==> config.mk <==
export PLATFORM = sky130hd
export DESIGN_NAME = systolic_stream_ctrl
export DESIGN_NICKNAME = d
export VERILOG_FILES = /design/src/rtl/systolic_pkg.sv /design/src/rtl/sys_skew_gen.sv /design/src/rtl/systolic_stream_ctrl.sv
export SDC_FILE = /design/constraint.sdc
export NUM_CORES = 1
export LEC_CHECK = 0
export CORE_ASPECT_RATIO = 1.2
export CORE_MARGIN = 3
export CORE_UTILIZATION = 25
export DETAILED_ROUTE_END_ITERATION = 16
export MAX_ROUTING_LAYER = met4
export PLACE_DENSITY = 0.49
export SYNTH_ARGS = -nofsm -noshare
export SYNTH_HDL_FRONTEND = slang
export SYNTH_SLANG_ARGS = --single-unit
==> constraint.sdc <==
create_clock -name clk -period 12.1 [get_ports clk]
set_input_delay 1.21 -clock clk [delete_from_list [all_inputs] [get_ports clk]]
set_output_delay 1.21 -clock clk [all_outputs]
set_load 0.02 [all_outputs]
==> src/rtl/systolic_pkg.sv <==
// systolic_pkg: shared definitions for the 3x3 systolic array stream controller.
//   - state_e     : controller state encoding
//   - LANES/NRES  : array lane count and result element count
//   - res_width() : result element width derived from operand width
//   - TAP_*       : index of each array result tap on the res_tap bus
//   - CAP_OFS*    : capture group offsets, in edges after CAP_LAT
package systolic_pkg;

  localparam int unsigned LANES = 5;
  localparam int unsigned NRES  = 9;

  typedef enum logic [3:0] {
    ST_DRAIN,
    ST_IDLE,
    ST_FEED0,
    ST_FEED1,
    ST_FEED2,
    ST_WAIT,
    ST_CAP0,
    ST_CAP1,
    ST_CAP2,
    ST_HOLD
  } state_e;

  // Product of two N-bit values plus headroom for the three-term sum.
  function automatic int unsigned res_width(input int unsigned n);
    return 2 * n + 4;
  endfunction

  localparam int unsigned TAP_PE19 = 0;
  localparam int unsigned TAP_PE16 = 1;
  localparam int unsigned TAP_PE12 = 2;
  localparam int unsigned TAP_PE18 = 3;
  localparam int unsigned TAP_PE17 = 4;

  localparam int unsigned CAP_OFS0 = 0;
  localparam int unsigned CAP_OFS1 = 1;
  localparam int unsigned CAP_OFS2 = 2;

endpackage

==> src/rtl/sys_skew_gen.sv <==
// sys_skew_gen: combinational wavefront generator for the 3x3 systolic array.
//   a_flat, b_flat : latched operands, row-major, element 11 at the LSBs
//   wave           : wavefront index 0..2; 3 yields all-zero lanes
//   lane_a, lane_b : LANES x N lane buses, lane 0 at the LSBs
// Wavefront w places row w of A on lanes w..w+2 and column w of B on lanes w..w+2.
module sys_skew_gen
  import systolic_pkg::*;
#(
  parameter int unsigned N = 5
) (
  input  logic [NRES*N-1:0]  a_flat,
  input  logic [NRES*N-1:0]  b_flat,
  input  logic [1:0]         wave,
  output logic [LANES*N-1:0] lane_a,
  output logic [LANES*N-1:0] lane_b
);

  always_comb begin
    int unsigned w;
    lane_a = '0;
    lane_b = '0;
    w      = 32'(wave);
    if (wave != 2'd3) begin
      for (int unsigned j = 0; j < 3; j++) begin
        lane_a[(w + j) * N +: N] = a_flat[(w * 3 + j) * N +: N];
        lane_b[(w + j) * N +: N] = b_flat[(j * 3 + w) * N +: N];
      end
    end
  end

endmodule

==> src/rtl/systolic_stream_ctrl.sv <==
// systolic_stream_ctrl: host-side initiator for the 3x3 systolic multiplier array.
//   clk, rst         : single clock, synchronous active-high reset
//   in_valid/ready   : operand pair handshake (a_flat, b_flat, row-major)
//   lane_a, lane_b   : registered array lane buses (skewed wavefronts, then zeros)
//   res_tap          : array result taps 0..4 (PE19, PE16, PE12, PE18, PE17)
//   out_valid/ready  : result handshake; c_flat is the row-major 3x3 result
// Optional: define SYSTOLIC_OPCNT_EN to add the 16-bit op_count output.
// CAP_LAT must be at least 4.
module systolic_stream_ctrl
  import systolic_pkg::*;
#(
  parameter int unsigned N       = 5,
  parameter int unsigned RES_W   = res_width(N),
  parameter int unsigned CAP_LAT = 5
) (
  input  logic                   clk,
  input  logic                   rst,
  input  logic                   in_valid,
  output logic                   in_ready,
  input  logic [NRES*N-1:0]      a_flat,
  input  logic [NRES*N-1:0]      b_flat,
  output logic [LANES*N-1:0]     lane_a,
  output logic [LANES*N-1:0]     lane_b,
  input  logic [LANES*RES_W-1:0] res_tap,
  output logic                   out_valid,
  input  logic                   out_ready,
  output logic [NRES*RES_W-1:0]  c_flat
`ifdef SYSTOLIC_OPCNT_EN
  ,
  output logic [15:0]            op_count
`endif
);

  localparam int unsigned CNT_W = $clog2(CAP_LAT + 4);
  localparam logic [CNT_W-1:0] DRAIN_LEN = CNT_W'(CAP_LAT + 3);
  // Cycles spent in WAIT so that CAP0 is the state just before edge E0+CAP_LAT.
  localparam logic [CNT_W-1:0] WAIT_LEN  = CNT_W'((CAP_LAT > 4) ? CAP_LAT - 5 : 0);

  state_e                state_q, state_d;
  logic [CNT_W-1:0]      cnt_q, cnt_d;
  logic [NRES*N-1:0]     a_q, a_d;
  logic [NRES*N-1:0]     b_q, b_d;
  logic [NRES*RES_W-1:0] c_q, c_d;
  logic [LANES*N-1:0]    lane_a_q, lane_b_q;
  logic [LANES*N-1:0]    lane_a_d, lane_b_d;
  logic [NRES*N-1:0]     skew_a, skew_b;
  logic [1:0]            wave;

  // Wavefront 0 is registered on the accept edge, before the operands land in
  // a_q/b_q, so IDLE feeds the generator straight from the input ports.
  always_comb begin
    skew_a = a_q;
    skew_b = b_q;
    wave   = 2'd3;
    unique case (state_q)
      ST_IDLE: begin
        skew_a = a_flat;
        skew_b = b_flat;
        if (in_valid) wave = 2'd0;
      end
      ST_FEED0: wave = 2'd1;
      ST_FEED1: wave = 2'd2;
      default:  wave = 2'd3;
    endcase
  end

  sys_skew_gen #(
    .N (N)
  ) u_skew (
    .a_flat (skew_a),
    .b_flat (skew_b),
    .wave   (wave),
    .lane_a (lane_a_d),
    .lane_b (lane_b_d)
  );

  always_comb begin
    state_d = state_q;
    cnt_d   = cnt_q;
    a_d     = a_q;
    b_d     = b_q;
    c_d     = c_q;
    unique case (state_q)
      ST_DRAIN: begin
        cnt_d = cnt_q - CNT_W'(1);
        if (cnt_q == CNT_W'(1)) state_d = ST_IDLE;
      end
      ST_IDLE: begin
        if (in_valid) begin
          a_d     = a_flat;
          b_d     = b_flat;
          state_d = ST_FEED0;
        end
      end
      ST_FEED0: state_d = ST_FEED1;
      ST_FEED1: state_d = ST_FEED2;
      ST_FEED2: begin
        if (CAP_LAT > 4) begin
          state_d = ST_WAIT;
          cnt_d   = WAIT_LEN;
        end else begin
          state_d = ST_CAP0;
        end
      end
      ST_WAIT: begin
        if (cnt_q == '0) state_d = ST_CAP0;
        else             cnt_d   = cnt_q - CNT_W'(1);
      end
      ST_CAP0: begin
        c_d[0*RES_W +: RES_W] = res_tap[TAP_PE19*RES_W +: RES_W];
        c_d[1*RES_W +: RES_W] = res_tap[TAP_PE16*RES_W +: RES_W];
        c_d[2*RES_W +: RES_W] = res_tap[TAP_PE12*RES_W +: RES_W];
        c_d[3*RES_W +: RES_W] = res_tap[TAP_PE18*RES_W +: RES_W];
        c_d[6*RES_W +: RES_W] = res_tap[TAP_PE17*RES_W +: RES_W];
        state_d = ST_CAP1;
      end
      ST_CAP1: begin
        c_d[4*RES_W +: RES_W] = res_tap[TAP_PE19*RES_W +: RES_W];
        c_d[5*RES_W +: RES_W] = res_tap[TAP_PE16*RES_W +: RES_W];
        c_d[7*RES_W +: RES_W] = res_tap[TAP_PE18*RES_W +: RES_W];
        state_d = ST_CAP2;
      end
      ST_CAP2: begin
        c_d[8*RES_W +: RES_W] = res_tap[TAP_PE19*RES_W +: RES_W];
        state_d = ST_HOLD;
      end
      ST_HOLD: begin
        if (out_ready) state_d = ST_IDLE;
      end
      default: begin
        state_d = ST_DRAIN;
        cnt_d   = DRAIN_LEN;
      end
    endcase
  end

  always_ff @(posedge clk) begin
    if (rst) begin
      state_q  <= ST_DRAIN;
      cnt_q    <= DRAIN_LEN;
      a_q      <= '0;
      b_q      <= '0;
      c_q      <= '0;
      lane_a_q <= '0;
      lane_b_q <= '0;
    end else begin
      state_q  <= state_d;
      cnt_q    <= cnt_d;
      a_q      <= a_d;
      b_q      <= b_d;
      c_q      <= c_d;
      lane_a_q <= lane_a_d;
      lane_b_q <= lane_b_d;
    end
  end

  assign in_ready  = (state_q == ST_IDLE);
  assign out_valid = (state_q == ST_HOLD);
  assign lane_a    = lane_a_q;
  assign lane_b    = lane_b_q;
  assign c_flat    = c_q;

`ifdef SYSTOLIC_OPCNT_EN
  logic [15:0] opcnt_q, opcnt_d;

  always_comb begin
    opcnt_d = opcnt_q;
    if (state_q == ST_HOLD && out_ready) opcnt_d = opcnt_q + 16'd1;
  end

  always_ff @(posedge clk) begin
    if (rst) opcnt_q <= '0;
    else     opcnt_q <= opcnt_d;
  end

  assign op_count = opcnt_q;
`endif

endmodule

==> results.yml, run 1 <==
outcome:
  status: "complete, no violations"
route:
  via_per_inst: 5.50
  top_layer: "met4"
  dr_wl_met3_um: 6990
  wl_met1_um: 34500
  first_pass_iters: 6
  met2_length_um: 39200
  drt_iter0_markers: 1717
  ant_nets: 0
  drc: 0
  totalWireLength_um: 83500
  wl_per_cell_um: 23.3
  num_vias: 19696
setup_path:
  crit_required_ns: 12.48
  setup.worst_path.start: "in_valid"
  crit_type: "input pin to flop"
  crit_family: "compound AO/OA/AOI/OAI gates"
  reg2reg_depth: 16
  crit_buf_inv: 5
  end_kind: "flop"
  r2r_end: "lane_a[6]"
  reg2reg_slack_ns: 5.23
  worstSetupStartpointType: "input pin"
  path_cells: "clkdlybuf4s50_1 -> buf_4 -> or2_2 -> nand2_4 -> buf_4 -> clkinv_2 -> buf_4 -> ha_1 -> nand3b_1 -> a2111oi_2 -> nor3b_1 -> o2111ai_1 -> a221oi_1 -> a21oi_1 -> o2bb2ai_1 -> a22oi_1 -> a211oi_1"
  cp.arrival_ns: 7.63
  cp_common_cell: "buf_4"
  slowest_stage: "a2111oi_2"
  regToRegStartpoint: "state_q[0]"
  slowest_delay_ns: 1.04
  path_max_fanout: 50
timing:
  totalNegativeSetupSlack_ns: 0
  slew_violations: 0
  hold_violations: 0
  slew-limit-headroom_pct: 23.1
  tightest_slew_ns: 1.15
  min_period_ns: 7.25
  layout_setup_ws_ns: 4.85
  grt_setup_unrepaired: "no"
  max_freq_mhz: 138
  setup_viol_count_final: 0
  post-route-period-util_pct: 59.9
  fin_skew_ns: 0.0147
global_route:
  grtUsageTotal_pct: 22.0
  grt_pass1_wl_um: 125000
  grt_pass1_vias: 19426
  overflow: 0
  grt_max_degree: 100
  antenna_found_initial: 13
die:
  coreArea_sq_um: 70200
  initial_core_util_pct: 25.4
  row_count: 106
  die_y_um: 298
  io_pins: 342
  die_w_um: 250
  die-area_sq_um: 74500
power_and_ir_drop:
  p_int_uw: 1740
  pwr-share-seq_pct: 36.6
  switching_share_pct: 31.4
  power_frac_clock_pct: 41.2
  power.density_nw_per_um2: 110
  switchingPower_uw: 797
  leakage_uw: 0.00755
  ir_worst_vdd_uv: 87.7
  power_frac_comb_pct: 22.2
  power.total_uw: 2540
cts:
  clk_path_buf_depth: 3
  clk_latency_ns: 0.56
  post_cts_buffers: 0
  htreeDepth: 2
  cts_inserted_buffers: 34
  clock_sinks: 274
  postCtsResizedCells: 0
  cts_tree: "done"
  hold_buffers: 0
  clockRootBuffer: "clkbuf_16"
  path_clk_slew_ns: 0.06
logic_synthesis:
  ys.flop_type: "dfxtp_1"
  synth-seq-cells: 274
  syn-num-nets: 2599
  synth_edf_count: 0
  synth_cell_type_count: 93
  async_flop_share_pct: 0
  ys_seq_area_share_pct: 30.8
  syn-cell-area_sq_um: 17800
  syn_avg_cell_area_sq_um: 7.36
  yosys_warnings: 0
  synthesis.instances: 2419
place:
  io_buffers: 341
  gp_congestion: 0.966
  pre_cts_ws_ns: 4.39
  dp_hpwl_um: 62000
layout:
  drive_gt1_share_pct: 6.49
  area_growth_pct: 29.2
  nets: 2810
  layout_commonest_cell: "nand2_1"
  fill_cells: 7460
  most-common-layout-cells: "632 x nand2_1, 340 x clkdlybuf4s50_1, 313 x a21oi_1, 274 x dfxtp_1, 153 x mux2i_1"
hold_path:
  hold_end: "b_q[4]"
  hold_start: "b_q[4]"
  hold_depth: 2
  hp-class: "flop to flop"
job:
  max-cap-violations: 0
==> stage by stage <==
| stage | utilization [%] | area (sq um) | hold WS, ns | std cells |
|---|---|---|---|---|
| 4_1_cts | 32.7 | 23000 | 0.453 | 3567 |
| 5_1_grt | 32.8 | 23000 | 0.467 | 3580 |
| 3_5_place_dp | 31.1 | 21800 | 0.446 | 3512 |
| 3_3_place_gp | 31.1 | 21800 | 0.441 | 3512 |
| 6_report | 32.8 | 23000 | 0.452 | 3580 |
| 2_1_floorplan | - | 17800 | 0.436 | 2419 |
==> state kept, by name (all words and copies together) (netlist names) <==
signal / count
c_flat: 126
state_q: 4
a_q: 45
lane_b: 25
cnt_q: 4
b_q: 45
lane_a: 25
==> synthesized netlist by cell type (5+ instances only) <==
library cell  count  share of area [%]
nand2_1         634                 13
a21oi_1         314                8.8
dfxtp_1         274                 31
clkbuf_1        157                3.3
mux2i_1         153                8.6
nor2_1          110                2.3
nand3_1          86                2.4
o21ai_0          61                1.7
a211oi_1         52                2.2
a31oi_1          44                1.5
nor3_1           41                1.2
o22ai_1          33                1.2
mux4_2           28                3.5
and3_1           27               0.95
buf_1            23               0.48
o32ai_1          17               0.84
a22oi_1          16               0.67
ha_1             16                1.1
nand2b_1         16               0.56
o211ai_1         16               0.67
buf_2            15               0.42
inv_1            15               0.32
and2_1           13               0.46
a311oi_1         12               0.59
nor4_1           12               0.42
nand4_1          11               0.39
o21a_1           10               0.42
o31ai_1          10               0.42
a32oi_1           9               0.44
mux2_2            9               0.57
o221ai_1          9               0.44
or3_1             9               0.32
a21o_1            8               0.34
a221oi_1          7               0.34
or2_2             7               0.25
a211o_1           6               0.30
clkinv_1          6               0.13
nand3b_1          6               0.25
o2111ai_1         6               0.30
a22o_1            5               0.25
a32o_1            5               0.28
o22a_1            5               0.25
o2bb2ai_1         5               0.25
xor2_1            5               0.25
==> worst reg2reg max path: stages (launching register included) <==
cell	delay, ns
dfxtp_1	0.74
nor3b_2	0.27
buf_4	0.50
nand2_4	0.46
buf_4	0.46
clkinv_2	0.13
buf_4	0.55
ha_1	0.79
nand3b_1	0.23
a2111oi_2	1.04
nor3b_1	0.22
o2111ai_1	0.18
a221oi_1	0.07
a21oi_1	0.39
o2bb2ai_1	0.21
a22oi_1	0.33
a211oi_1	0.12
==> area by class of cell <==
| type | count | area, sq um | area share [%] |
|---|---|---|---|
| Tap cell | 918 | 1150 | 4.99 |
| Multi-Input combinational cell | 1915 | 11400 | 49.5 |
| Inverter | 23 | 90.1 | 0.392 |
| Clock buffer | 46 | 966 | 4.20 |
| Clock inverter | 9 | 166 | 0.723 |
| Sequential cell | 274 | 5490 | 23.8 |
| Timing Repair Buffer | 382 | 3720 | 16.2 |
| Antenna cell | 13 | 32.5 | 0.141 |
==> metal layers <==
layer / vias up / GRT usage (%)
met5: - / -
met4: 0 / 6.98
met3: 149 / 5.21
met2: 875 / 35.7
met1: 9498 / 27.0
li1: 9174 / -
==> cells by family (layout without fill, tap and decap cells) <==
family | Yosys count | count (layout) | synth area share [%]
AND/OR/NAND/NOR | 997 | 997 | 24.1
AO/OA/AOI/OAI | 702 | 702 | 25.1
flip-flops | 274 | 274 | 30.8
buffers and inverters | 230 | 460 | 5.64
multiplexers | 190 | 190 | 12.7
adder cells (fa/ha/maj) | 16 | 16 | 1.12
XOR/XNOR | 9 | 9 | 0.443
other | 1 | 14 | 0.0211
==> power groups by stage <==
stage	combinational (uW)	clock [uW]	sequential, uW
finish	564	1040	928
global route	603	1120	930
CTS	556	1090	928
detailed placement	554	0	948
global placement	555	0	947
floorplan	344	0	944
==> how the worst max path moves through the flow <==
stage                      to  slack, ns  depth (start not counted)
finish              lane_a[6]       4.85                         17
global route        lane_a[8]       4.48                         18
CTS                 lane_a[6]       4.96                         17
detailed placement  lane_a[6]       4.39                         17
global placement    lane_a[6]       4.53                         17
floorplan           lane_a[8]       5.46                         22
(Power assumes the default switching activity.)
==> run 2, diff against run 1 <==
==> constraint.sdc (replaced) <==
create_clock -name clk -period 7.4 [get_ports clk]
set_input_delay 0.74 -clock clk [delete_from_list [all_inputs] [get_ports clk]]
set_output_delay 0.74 -clock clk [all_outputs]
set_load 0.02 [all_outputs]
==> run 2 against run 1 <==
Final area rose by 0.89%. Critical path type is now flop to flop. Clock power rose by 69%. Flip-flop and latch count did not move. Sequential share of layout area fell by 0.21 points.
==> results.yml, run 2 (synthesis results as in run 1) <==
global_route:
  grtUsageTotal_pct: 22.9
  overflow: 0
  grt_pass1_wl_um: 129000
  grt_max_degree: 111
  grt_pass1_vias: 19628
  antenna_found_initial: 9
cts:
  clk_path_buf_depth: 3
  hold_buffers: 0
  clk_latency_ns: 0.57
  path_clk_slew_ns: 0.06
  cts_tree: "done"
  postCtsResizedCells: 0
  post_cts_buffers: 0
  clockRootBuffer: "clkbuf_16"
  clock_sinks: 274
  cts_inserted_buffers: 35
  htreeDepth: 2
die:
  io_pins: 342
  coreArea_sq_um: 70200
  die-area_sq_um: 74500
  row_count: 106
  initial_core_util_pct: 25.4
  die_w_um: 250
  die_y_um: 298
layout:
  most-common-layout-cells: "632 x nand2_1, 340 x clkdlybuf4s50_1, 313 x a21oi_1, 274 x dfxtp_1, 153 x mux2i_1"
  multiInputGateArea_sq_um: 11400
  layout_commonest_cell: "nand2_1"
  final-seq-area_sq_um: 5490
  fill_cells: 7467
  drive_gt1_share_pct: 7.33
  area_growth_pct: 30.3
  fin_area_sq_um: 23200
  nets: 2829
  largest_reg_flops: 126
  final_core_util_pct: 33.1
  instances_no_fill: 3600
timing:
  fin_skew_ns: 0.0292
  slew-limit-headroom_pct: 19.4
  slew_violations: 0
  totalNegativeSetupSlack_ns: 0
  hold_violations: 0
  grt_setup_unrepaired: "no"
  post-route-period-util_pct: 77.9
  tightest_slew_ns: 1.18
  max_freq_mhz: 174
  setup_viol_count_final: 0
  min_period_ns: 5.76
place:
  io_buffers: 341
  dp_hpwl_um: 63700
  placed_area_sq_um: 22000
  gp_congestion: 0.960
  place_inst: 3530
route:
  first_pass_iters: 5
  drt_iter0_markers: 1725
  wl_per_cell_um: 24.1
  totalWireLength_um: 86700
  ant_nets: 0
  drc: 0
  via_per_inst: 5.49
  num_vias: 19765
setup_path:
  end_kind: "flop"
  reg2reg_depth: 14
  worstSetupStartpointType: "flop"
  cp.arrival_ns: 6.19
  crit_required_ns: 7.83
  reg2reg_slack_ns: 1.64
  crit_type: "flop to flop"
  path_max_fanout: 55
power_and_ir_drop:
  leakage_uw: 0.00768
  power.density_nw_per_um2: 182
  power_frac_comb_pct: 22.4
  switchingPower_uw: 1350
  power_frac_clock_pct: 41.7
  pwr-share-seq_pct: 35.9
  switching_share_pct: 31.9
  p_int_uw: 2880
  ir_worst_vdd_uv: 159
hold_path:
  hp-class: "flop to flop"
  hold_depth: 2
outcome:
  status: "complete, no violations"
job:
  max-cap-violations: 0
[run 2: cell types whose count changed in the layout (fill, tap and decap cells not counted), sizes merged]
| cell | before | now |
|---|---|---|
| buf | 42 | 60 |
| bufinv | 3 | 2 |
| clkbuf | 46 | 49 |
| clkinv | 9 | 15 |
| diode | 13 | 9 |
| inv | 19 | 17 |
[run 2: through the flow]
step / hold WS, ns / power (uW) / setup slack, ns
after floorplan: 0.436 / 2100 / 1.23
after global placement: 0.441 / 2480 / 1.63
after detailed placement: 0.446 / 2480 / 1.60
after CTS: 0.454 / 4280 / 1.75
after global routing: 0.466 / 4400 / 1.35
final: 0.451 / 4230 / 1.64
[run 2: path summary, 6_finish.rpt]
check | start | to
hold / removal | b_q[30] | b_q[30]
setup reg to reg | state_q[1] | lane_b[6]
setup / recovery | state_q[1] | lane_b[6]
hold reg to reg | b_q[30] | b_q[30]
[run 2: critical path, cell delays in order, from the launching register on]
cell and delay, ns:
dfxtp_1 0.60, buf_4 0.37, or2_2 0.63, nand2_4 0.29
clkinv_2 0.17, buf_4 0.56, buf_4 0.64, nand2_1 0.14
a311oi_1 0.31, nor4_1 0.11, nor4_1 0.55, nand2_1 0.14
o21ai_0 0.31, mux2i_1 0.33, o311a_1 0.38
[run 2: routing by layer]
| layer | track usage, % | part of all wire (%) | vias up |
|---|---|---|---|
| met5 | - | 0 | - |
| met3 | 5.07 | 7.4 | 157 |
| li1 | - | - | 9201 |
| met2 | 37.1 | 47 | 861 |
| met1 | 28.5 | 43 | 9546 |
| met4 | 6.94 | 3.2 | 0 |
[run 2: final cells by class]
type,count,area share [%]
antenna,9,0.0970
clock buffer,49,4.43
clock inverter,12,0.717
inverter,23,0.388
multi-input combinational,1915,49.1
sequential,274,23.6
tap,918,4.95
timing repair buffer,400,16.7
[run 2: power by group through the flow]
stage | Sequential, uW | Combinational, uW | Clock, uW
6_report | 1520 | 945 | 1760
2_1_floorplan | 1540 | 562 | 0
4_1_cts | 1520 | 932 | 1830
5_1_grt | 1520 | 1010 | 1880
3_5_place_dp | 1550 | 928 | 0
3_3_place_gp | 1550 | 930 | 0
==> run 3, diff against run 2 <==
==> constraint.sdc (replaced) <==
create_clock -name clk -period 5.8 [get_ports clk]
set_input_delay 0.58 -clock clk [delete_from_list [all_inputs] [get_ports clk]]
set_output_delay 0.58 -clock clk [all_outputs]
set_load 0.02 [all_outputs]
==> run 3 against run 2 <==
Worst setup slack lost 0.64 ns. Register-to-register slack lost 0.64 ns. Clock power grew 24%. Flip-flop and latch count is the same. Wire length grew 1.3%. First-iteration DRC count shrank 3.1%. Global-route usage grew 0.22 points. Clock-buffer cell count shrank 5. Sequential power grew 27%. Core utilization grew 0.26 points. Clock skew shrank 0.012 ns. Sequential share of layout area shrank 0.18 points. Critical path type unchanged. Largest cell class unchanged. Largest power group unchanged.
==> results.yml, run 3 (synthesis results as in run 1) <==
outcome:
  status: "complete, no violations"
setup_path:
  crit_type: "flop to flop"
  cp.arrival_ns: 5.27
  reg2reg_depth: 16
  reg2reg_slack_ns: 0.99
  r2r_end: "lane_a[8]"
  worstSetupStartpointType: "flop"
  end_kind: "flop"
  path_max_fanout: 13
  regToRegStartpoint: "state_q[1]"
  crit_required_ns: 6.26
power_and_ir_drop:
  switching_share_pct: 32.4
  switchingPower_uw: 1740
  power.density_nw_per_um2: 229
  power_frac_clock_pct: 40.8
  ir_worst_vdd_uv: 163
  p_int_uw: 3620
  leakage_uw: 0.00780
  power_frac_comb_pct: 23.0
  pwr-share-seq_pct: 36.1
route:
  num_vias: 19937
  dr_wl_met3_um: 6820
  top_layer: "met4"
  via_per_inst: 5.50
  totalWireLength_um: 87900
  drt_iter0_markers: 1671
  met2_length_um: 41900
  ant_nets: 0
  wl_met1_um: 36700
  wl_per_cell_um: 24.2
  drc: 0
  first_pass_iters: 6
timing:
  min_period_ns: 4.81
  tightest_slew_ns: 1.22
  slew_violations: 0
  slew-limit-headroom_pct: 18.3
  setup_viol_count_final: 0
  fin_skew_ns: 0.0169
  hold_violations: 0
  grt_setup_unrepaired: "no"
  layout_setup_ws_ns: 0.994
  post-route-period-util_pct: 82.9
  totalNegativeSetupSlack_ns: 0
  max_freq_mhz: 208
place:
  gp_congestion: 0.951
  placed_area_sq_um: 22200
  dp_hpwl_um: 65300
  io_buffers: 341
  pre_cts_ws_ns: 0.677
hold_path:
  hold_end: "a_q[1]"
  hold_start: "a_q[1]"
  hold_depth: 2
  hp-class: "flop to flop"
layout:
  drive_gt1_share_pct: 8.23
  layout_commonest_cell: "nand2_1"
  area_growth_pct: 31.3
  most-common-layout-cells: "632 x nand2_1, 340 x clkdlybuf4s50_1, 313 x a21oi_1, 274 x dfxtp_1, 153 x mux2i_1"
  nets: 2858
  fill_cells: 7439
  final_core_util_pct: 33.3
  largest_reg_flops: 126
  fin_area_sq_um: 23400
global_route:
  overflow: 0
  antenna_found_initial: 11
  grtUsageTotal_pct: 23.1
  grt_pass1_vias: 19530
  grt_pass1_wl_um: 130000
  grt_max_degree: 107
job:
  max-cap-violations: 0
cts:
  clk_latency_ns: 0.56
  cts_tree: "done"
  path_clk_slew_ns: 0.06
  postCtsResizedCells: 0
  clk_path_buf_depth: 3
  clockRootBuffer: "clkbuf_16"
  hold_buffers: 0
  post_cts_buffers: 0
  clock_sinks: 274
  htreeDepth: 2
  cts_inserted_buffers: 35
die:
  io_pins: 342
  die-area_sq_um: 74500
  initial_core_util_pct: 25.4
  die_y_um: 298
  row_count: 106
  coreArea_sq_um: 70200
  die_w_um: 250
-- run 3: cell count changes in the layout (fill, tap and decap cells not counted), sizes merged --
cell	previous run	this run
buf	60	89
clkbuf	49	44
clkinvlp	1	2
inv	17	18
-- run 3: area by class of cell --
cell class	count	area (sq um)	area share [%]
flip-flops and latches	274	5490	23.5
repair buffers	429	4130	17.6
multi-input cells	1915	11400	48.7
well taps	918	1150	4.91
diodes	9	22.5	0.0963
clock buffers	44	960	4.10
clock inverters	14	175	0.749
inverters	23	88.8	0.380
-- run 3: worst max path at each step --
stage                from        end  slack (ns)  cells past startpoint
6_report       state_q[1]  lane_a[8]        0.99                     16
5_1_grt        state_q[1]  lane_a[9]        0.68                     17
3_3_place_gp     in_valid  lane_a[5]        0.79                     18
2_1_floorplan    in_valid  lane_a[8]        0.04                     22
4_1_cts        state_q[1]  lane_a[9]        0.97                     17
3_5_place_dp     in_valid  lane_a[9]        0.68                     18
-- run 3: per-layer routing --
metal	GRT usage [%]	up-vias
li1	-	9248
met1	28.5	9653
met2	38.3	899
met3	5.12	137
met4	6.05	0
met5	-	-
-- run 3: worst max-delay path, stage by stage (launching register included) --
cell and delay [ns]:
dfxtp_1 0.65, nand2b_1 0.29, a21oi_4 0.37, inv_2 0.11, ha_1 0.22, ha_1 0.23, nand2_1 0.15, nor2_1 0.07
ha_1 0.40, xor2_2 0.17, nand2b_1 0.20, o32ai_1 0.47, nor3_1 0.12, a211oi_2 0.57, a22oi_2 0.22, o22a_1 0.26
a211oi_2 0.22
-- run 3: metrics by stage --
step                instances  hold slack (ns)  power, uW
global placement         3559            0.441       3190
floorplan                2419            0.436       2690
detailed placement       3559            0.446       3200
finish                   3626            0.451       5360
global route             3626            0.469       5600
CTS                      3617            0.453       5440
-- run 3: power by group through the flow --
| stage | combinational, uW | sequential (uW) | clock, uW |
|---|---|---|---|
| floorplan | 718 | 1970 | 0 |
| global route | 1320 | 1940 | 2340 |
| detailed placement | 1220 | 1980 | 0 |
| CTS | 1220 | 1930 | 2280 |
| global placement | 1220 | 1970 | 0 |
| finish | 1230 | 1930 | 2190 |
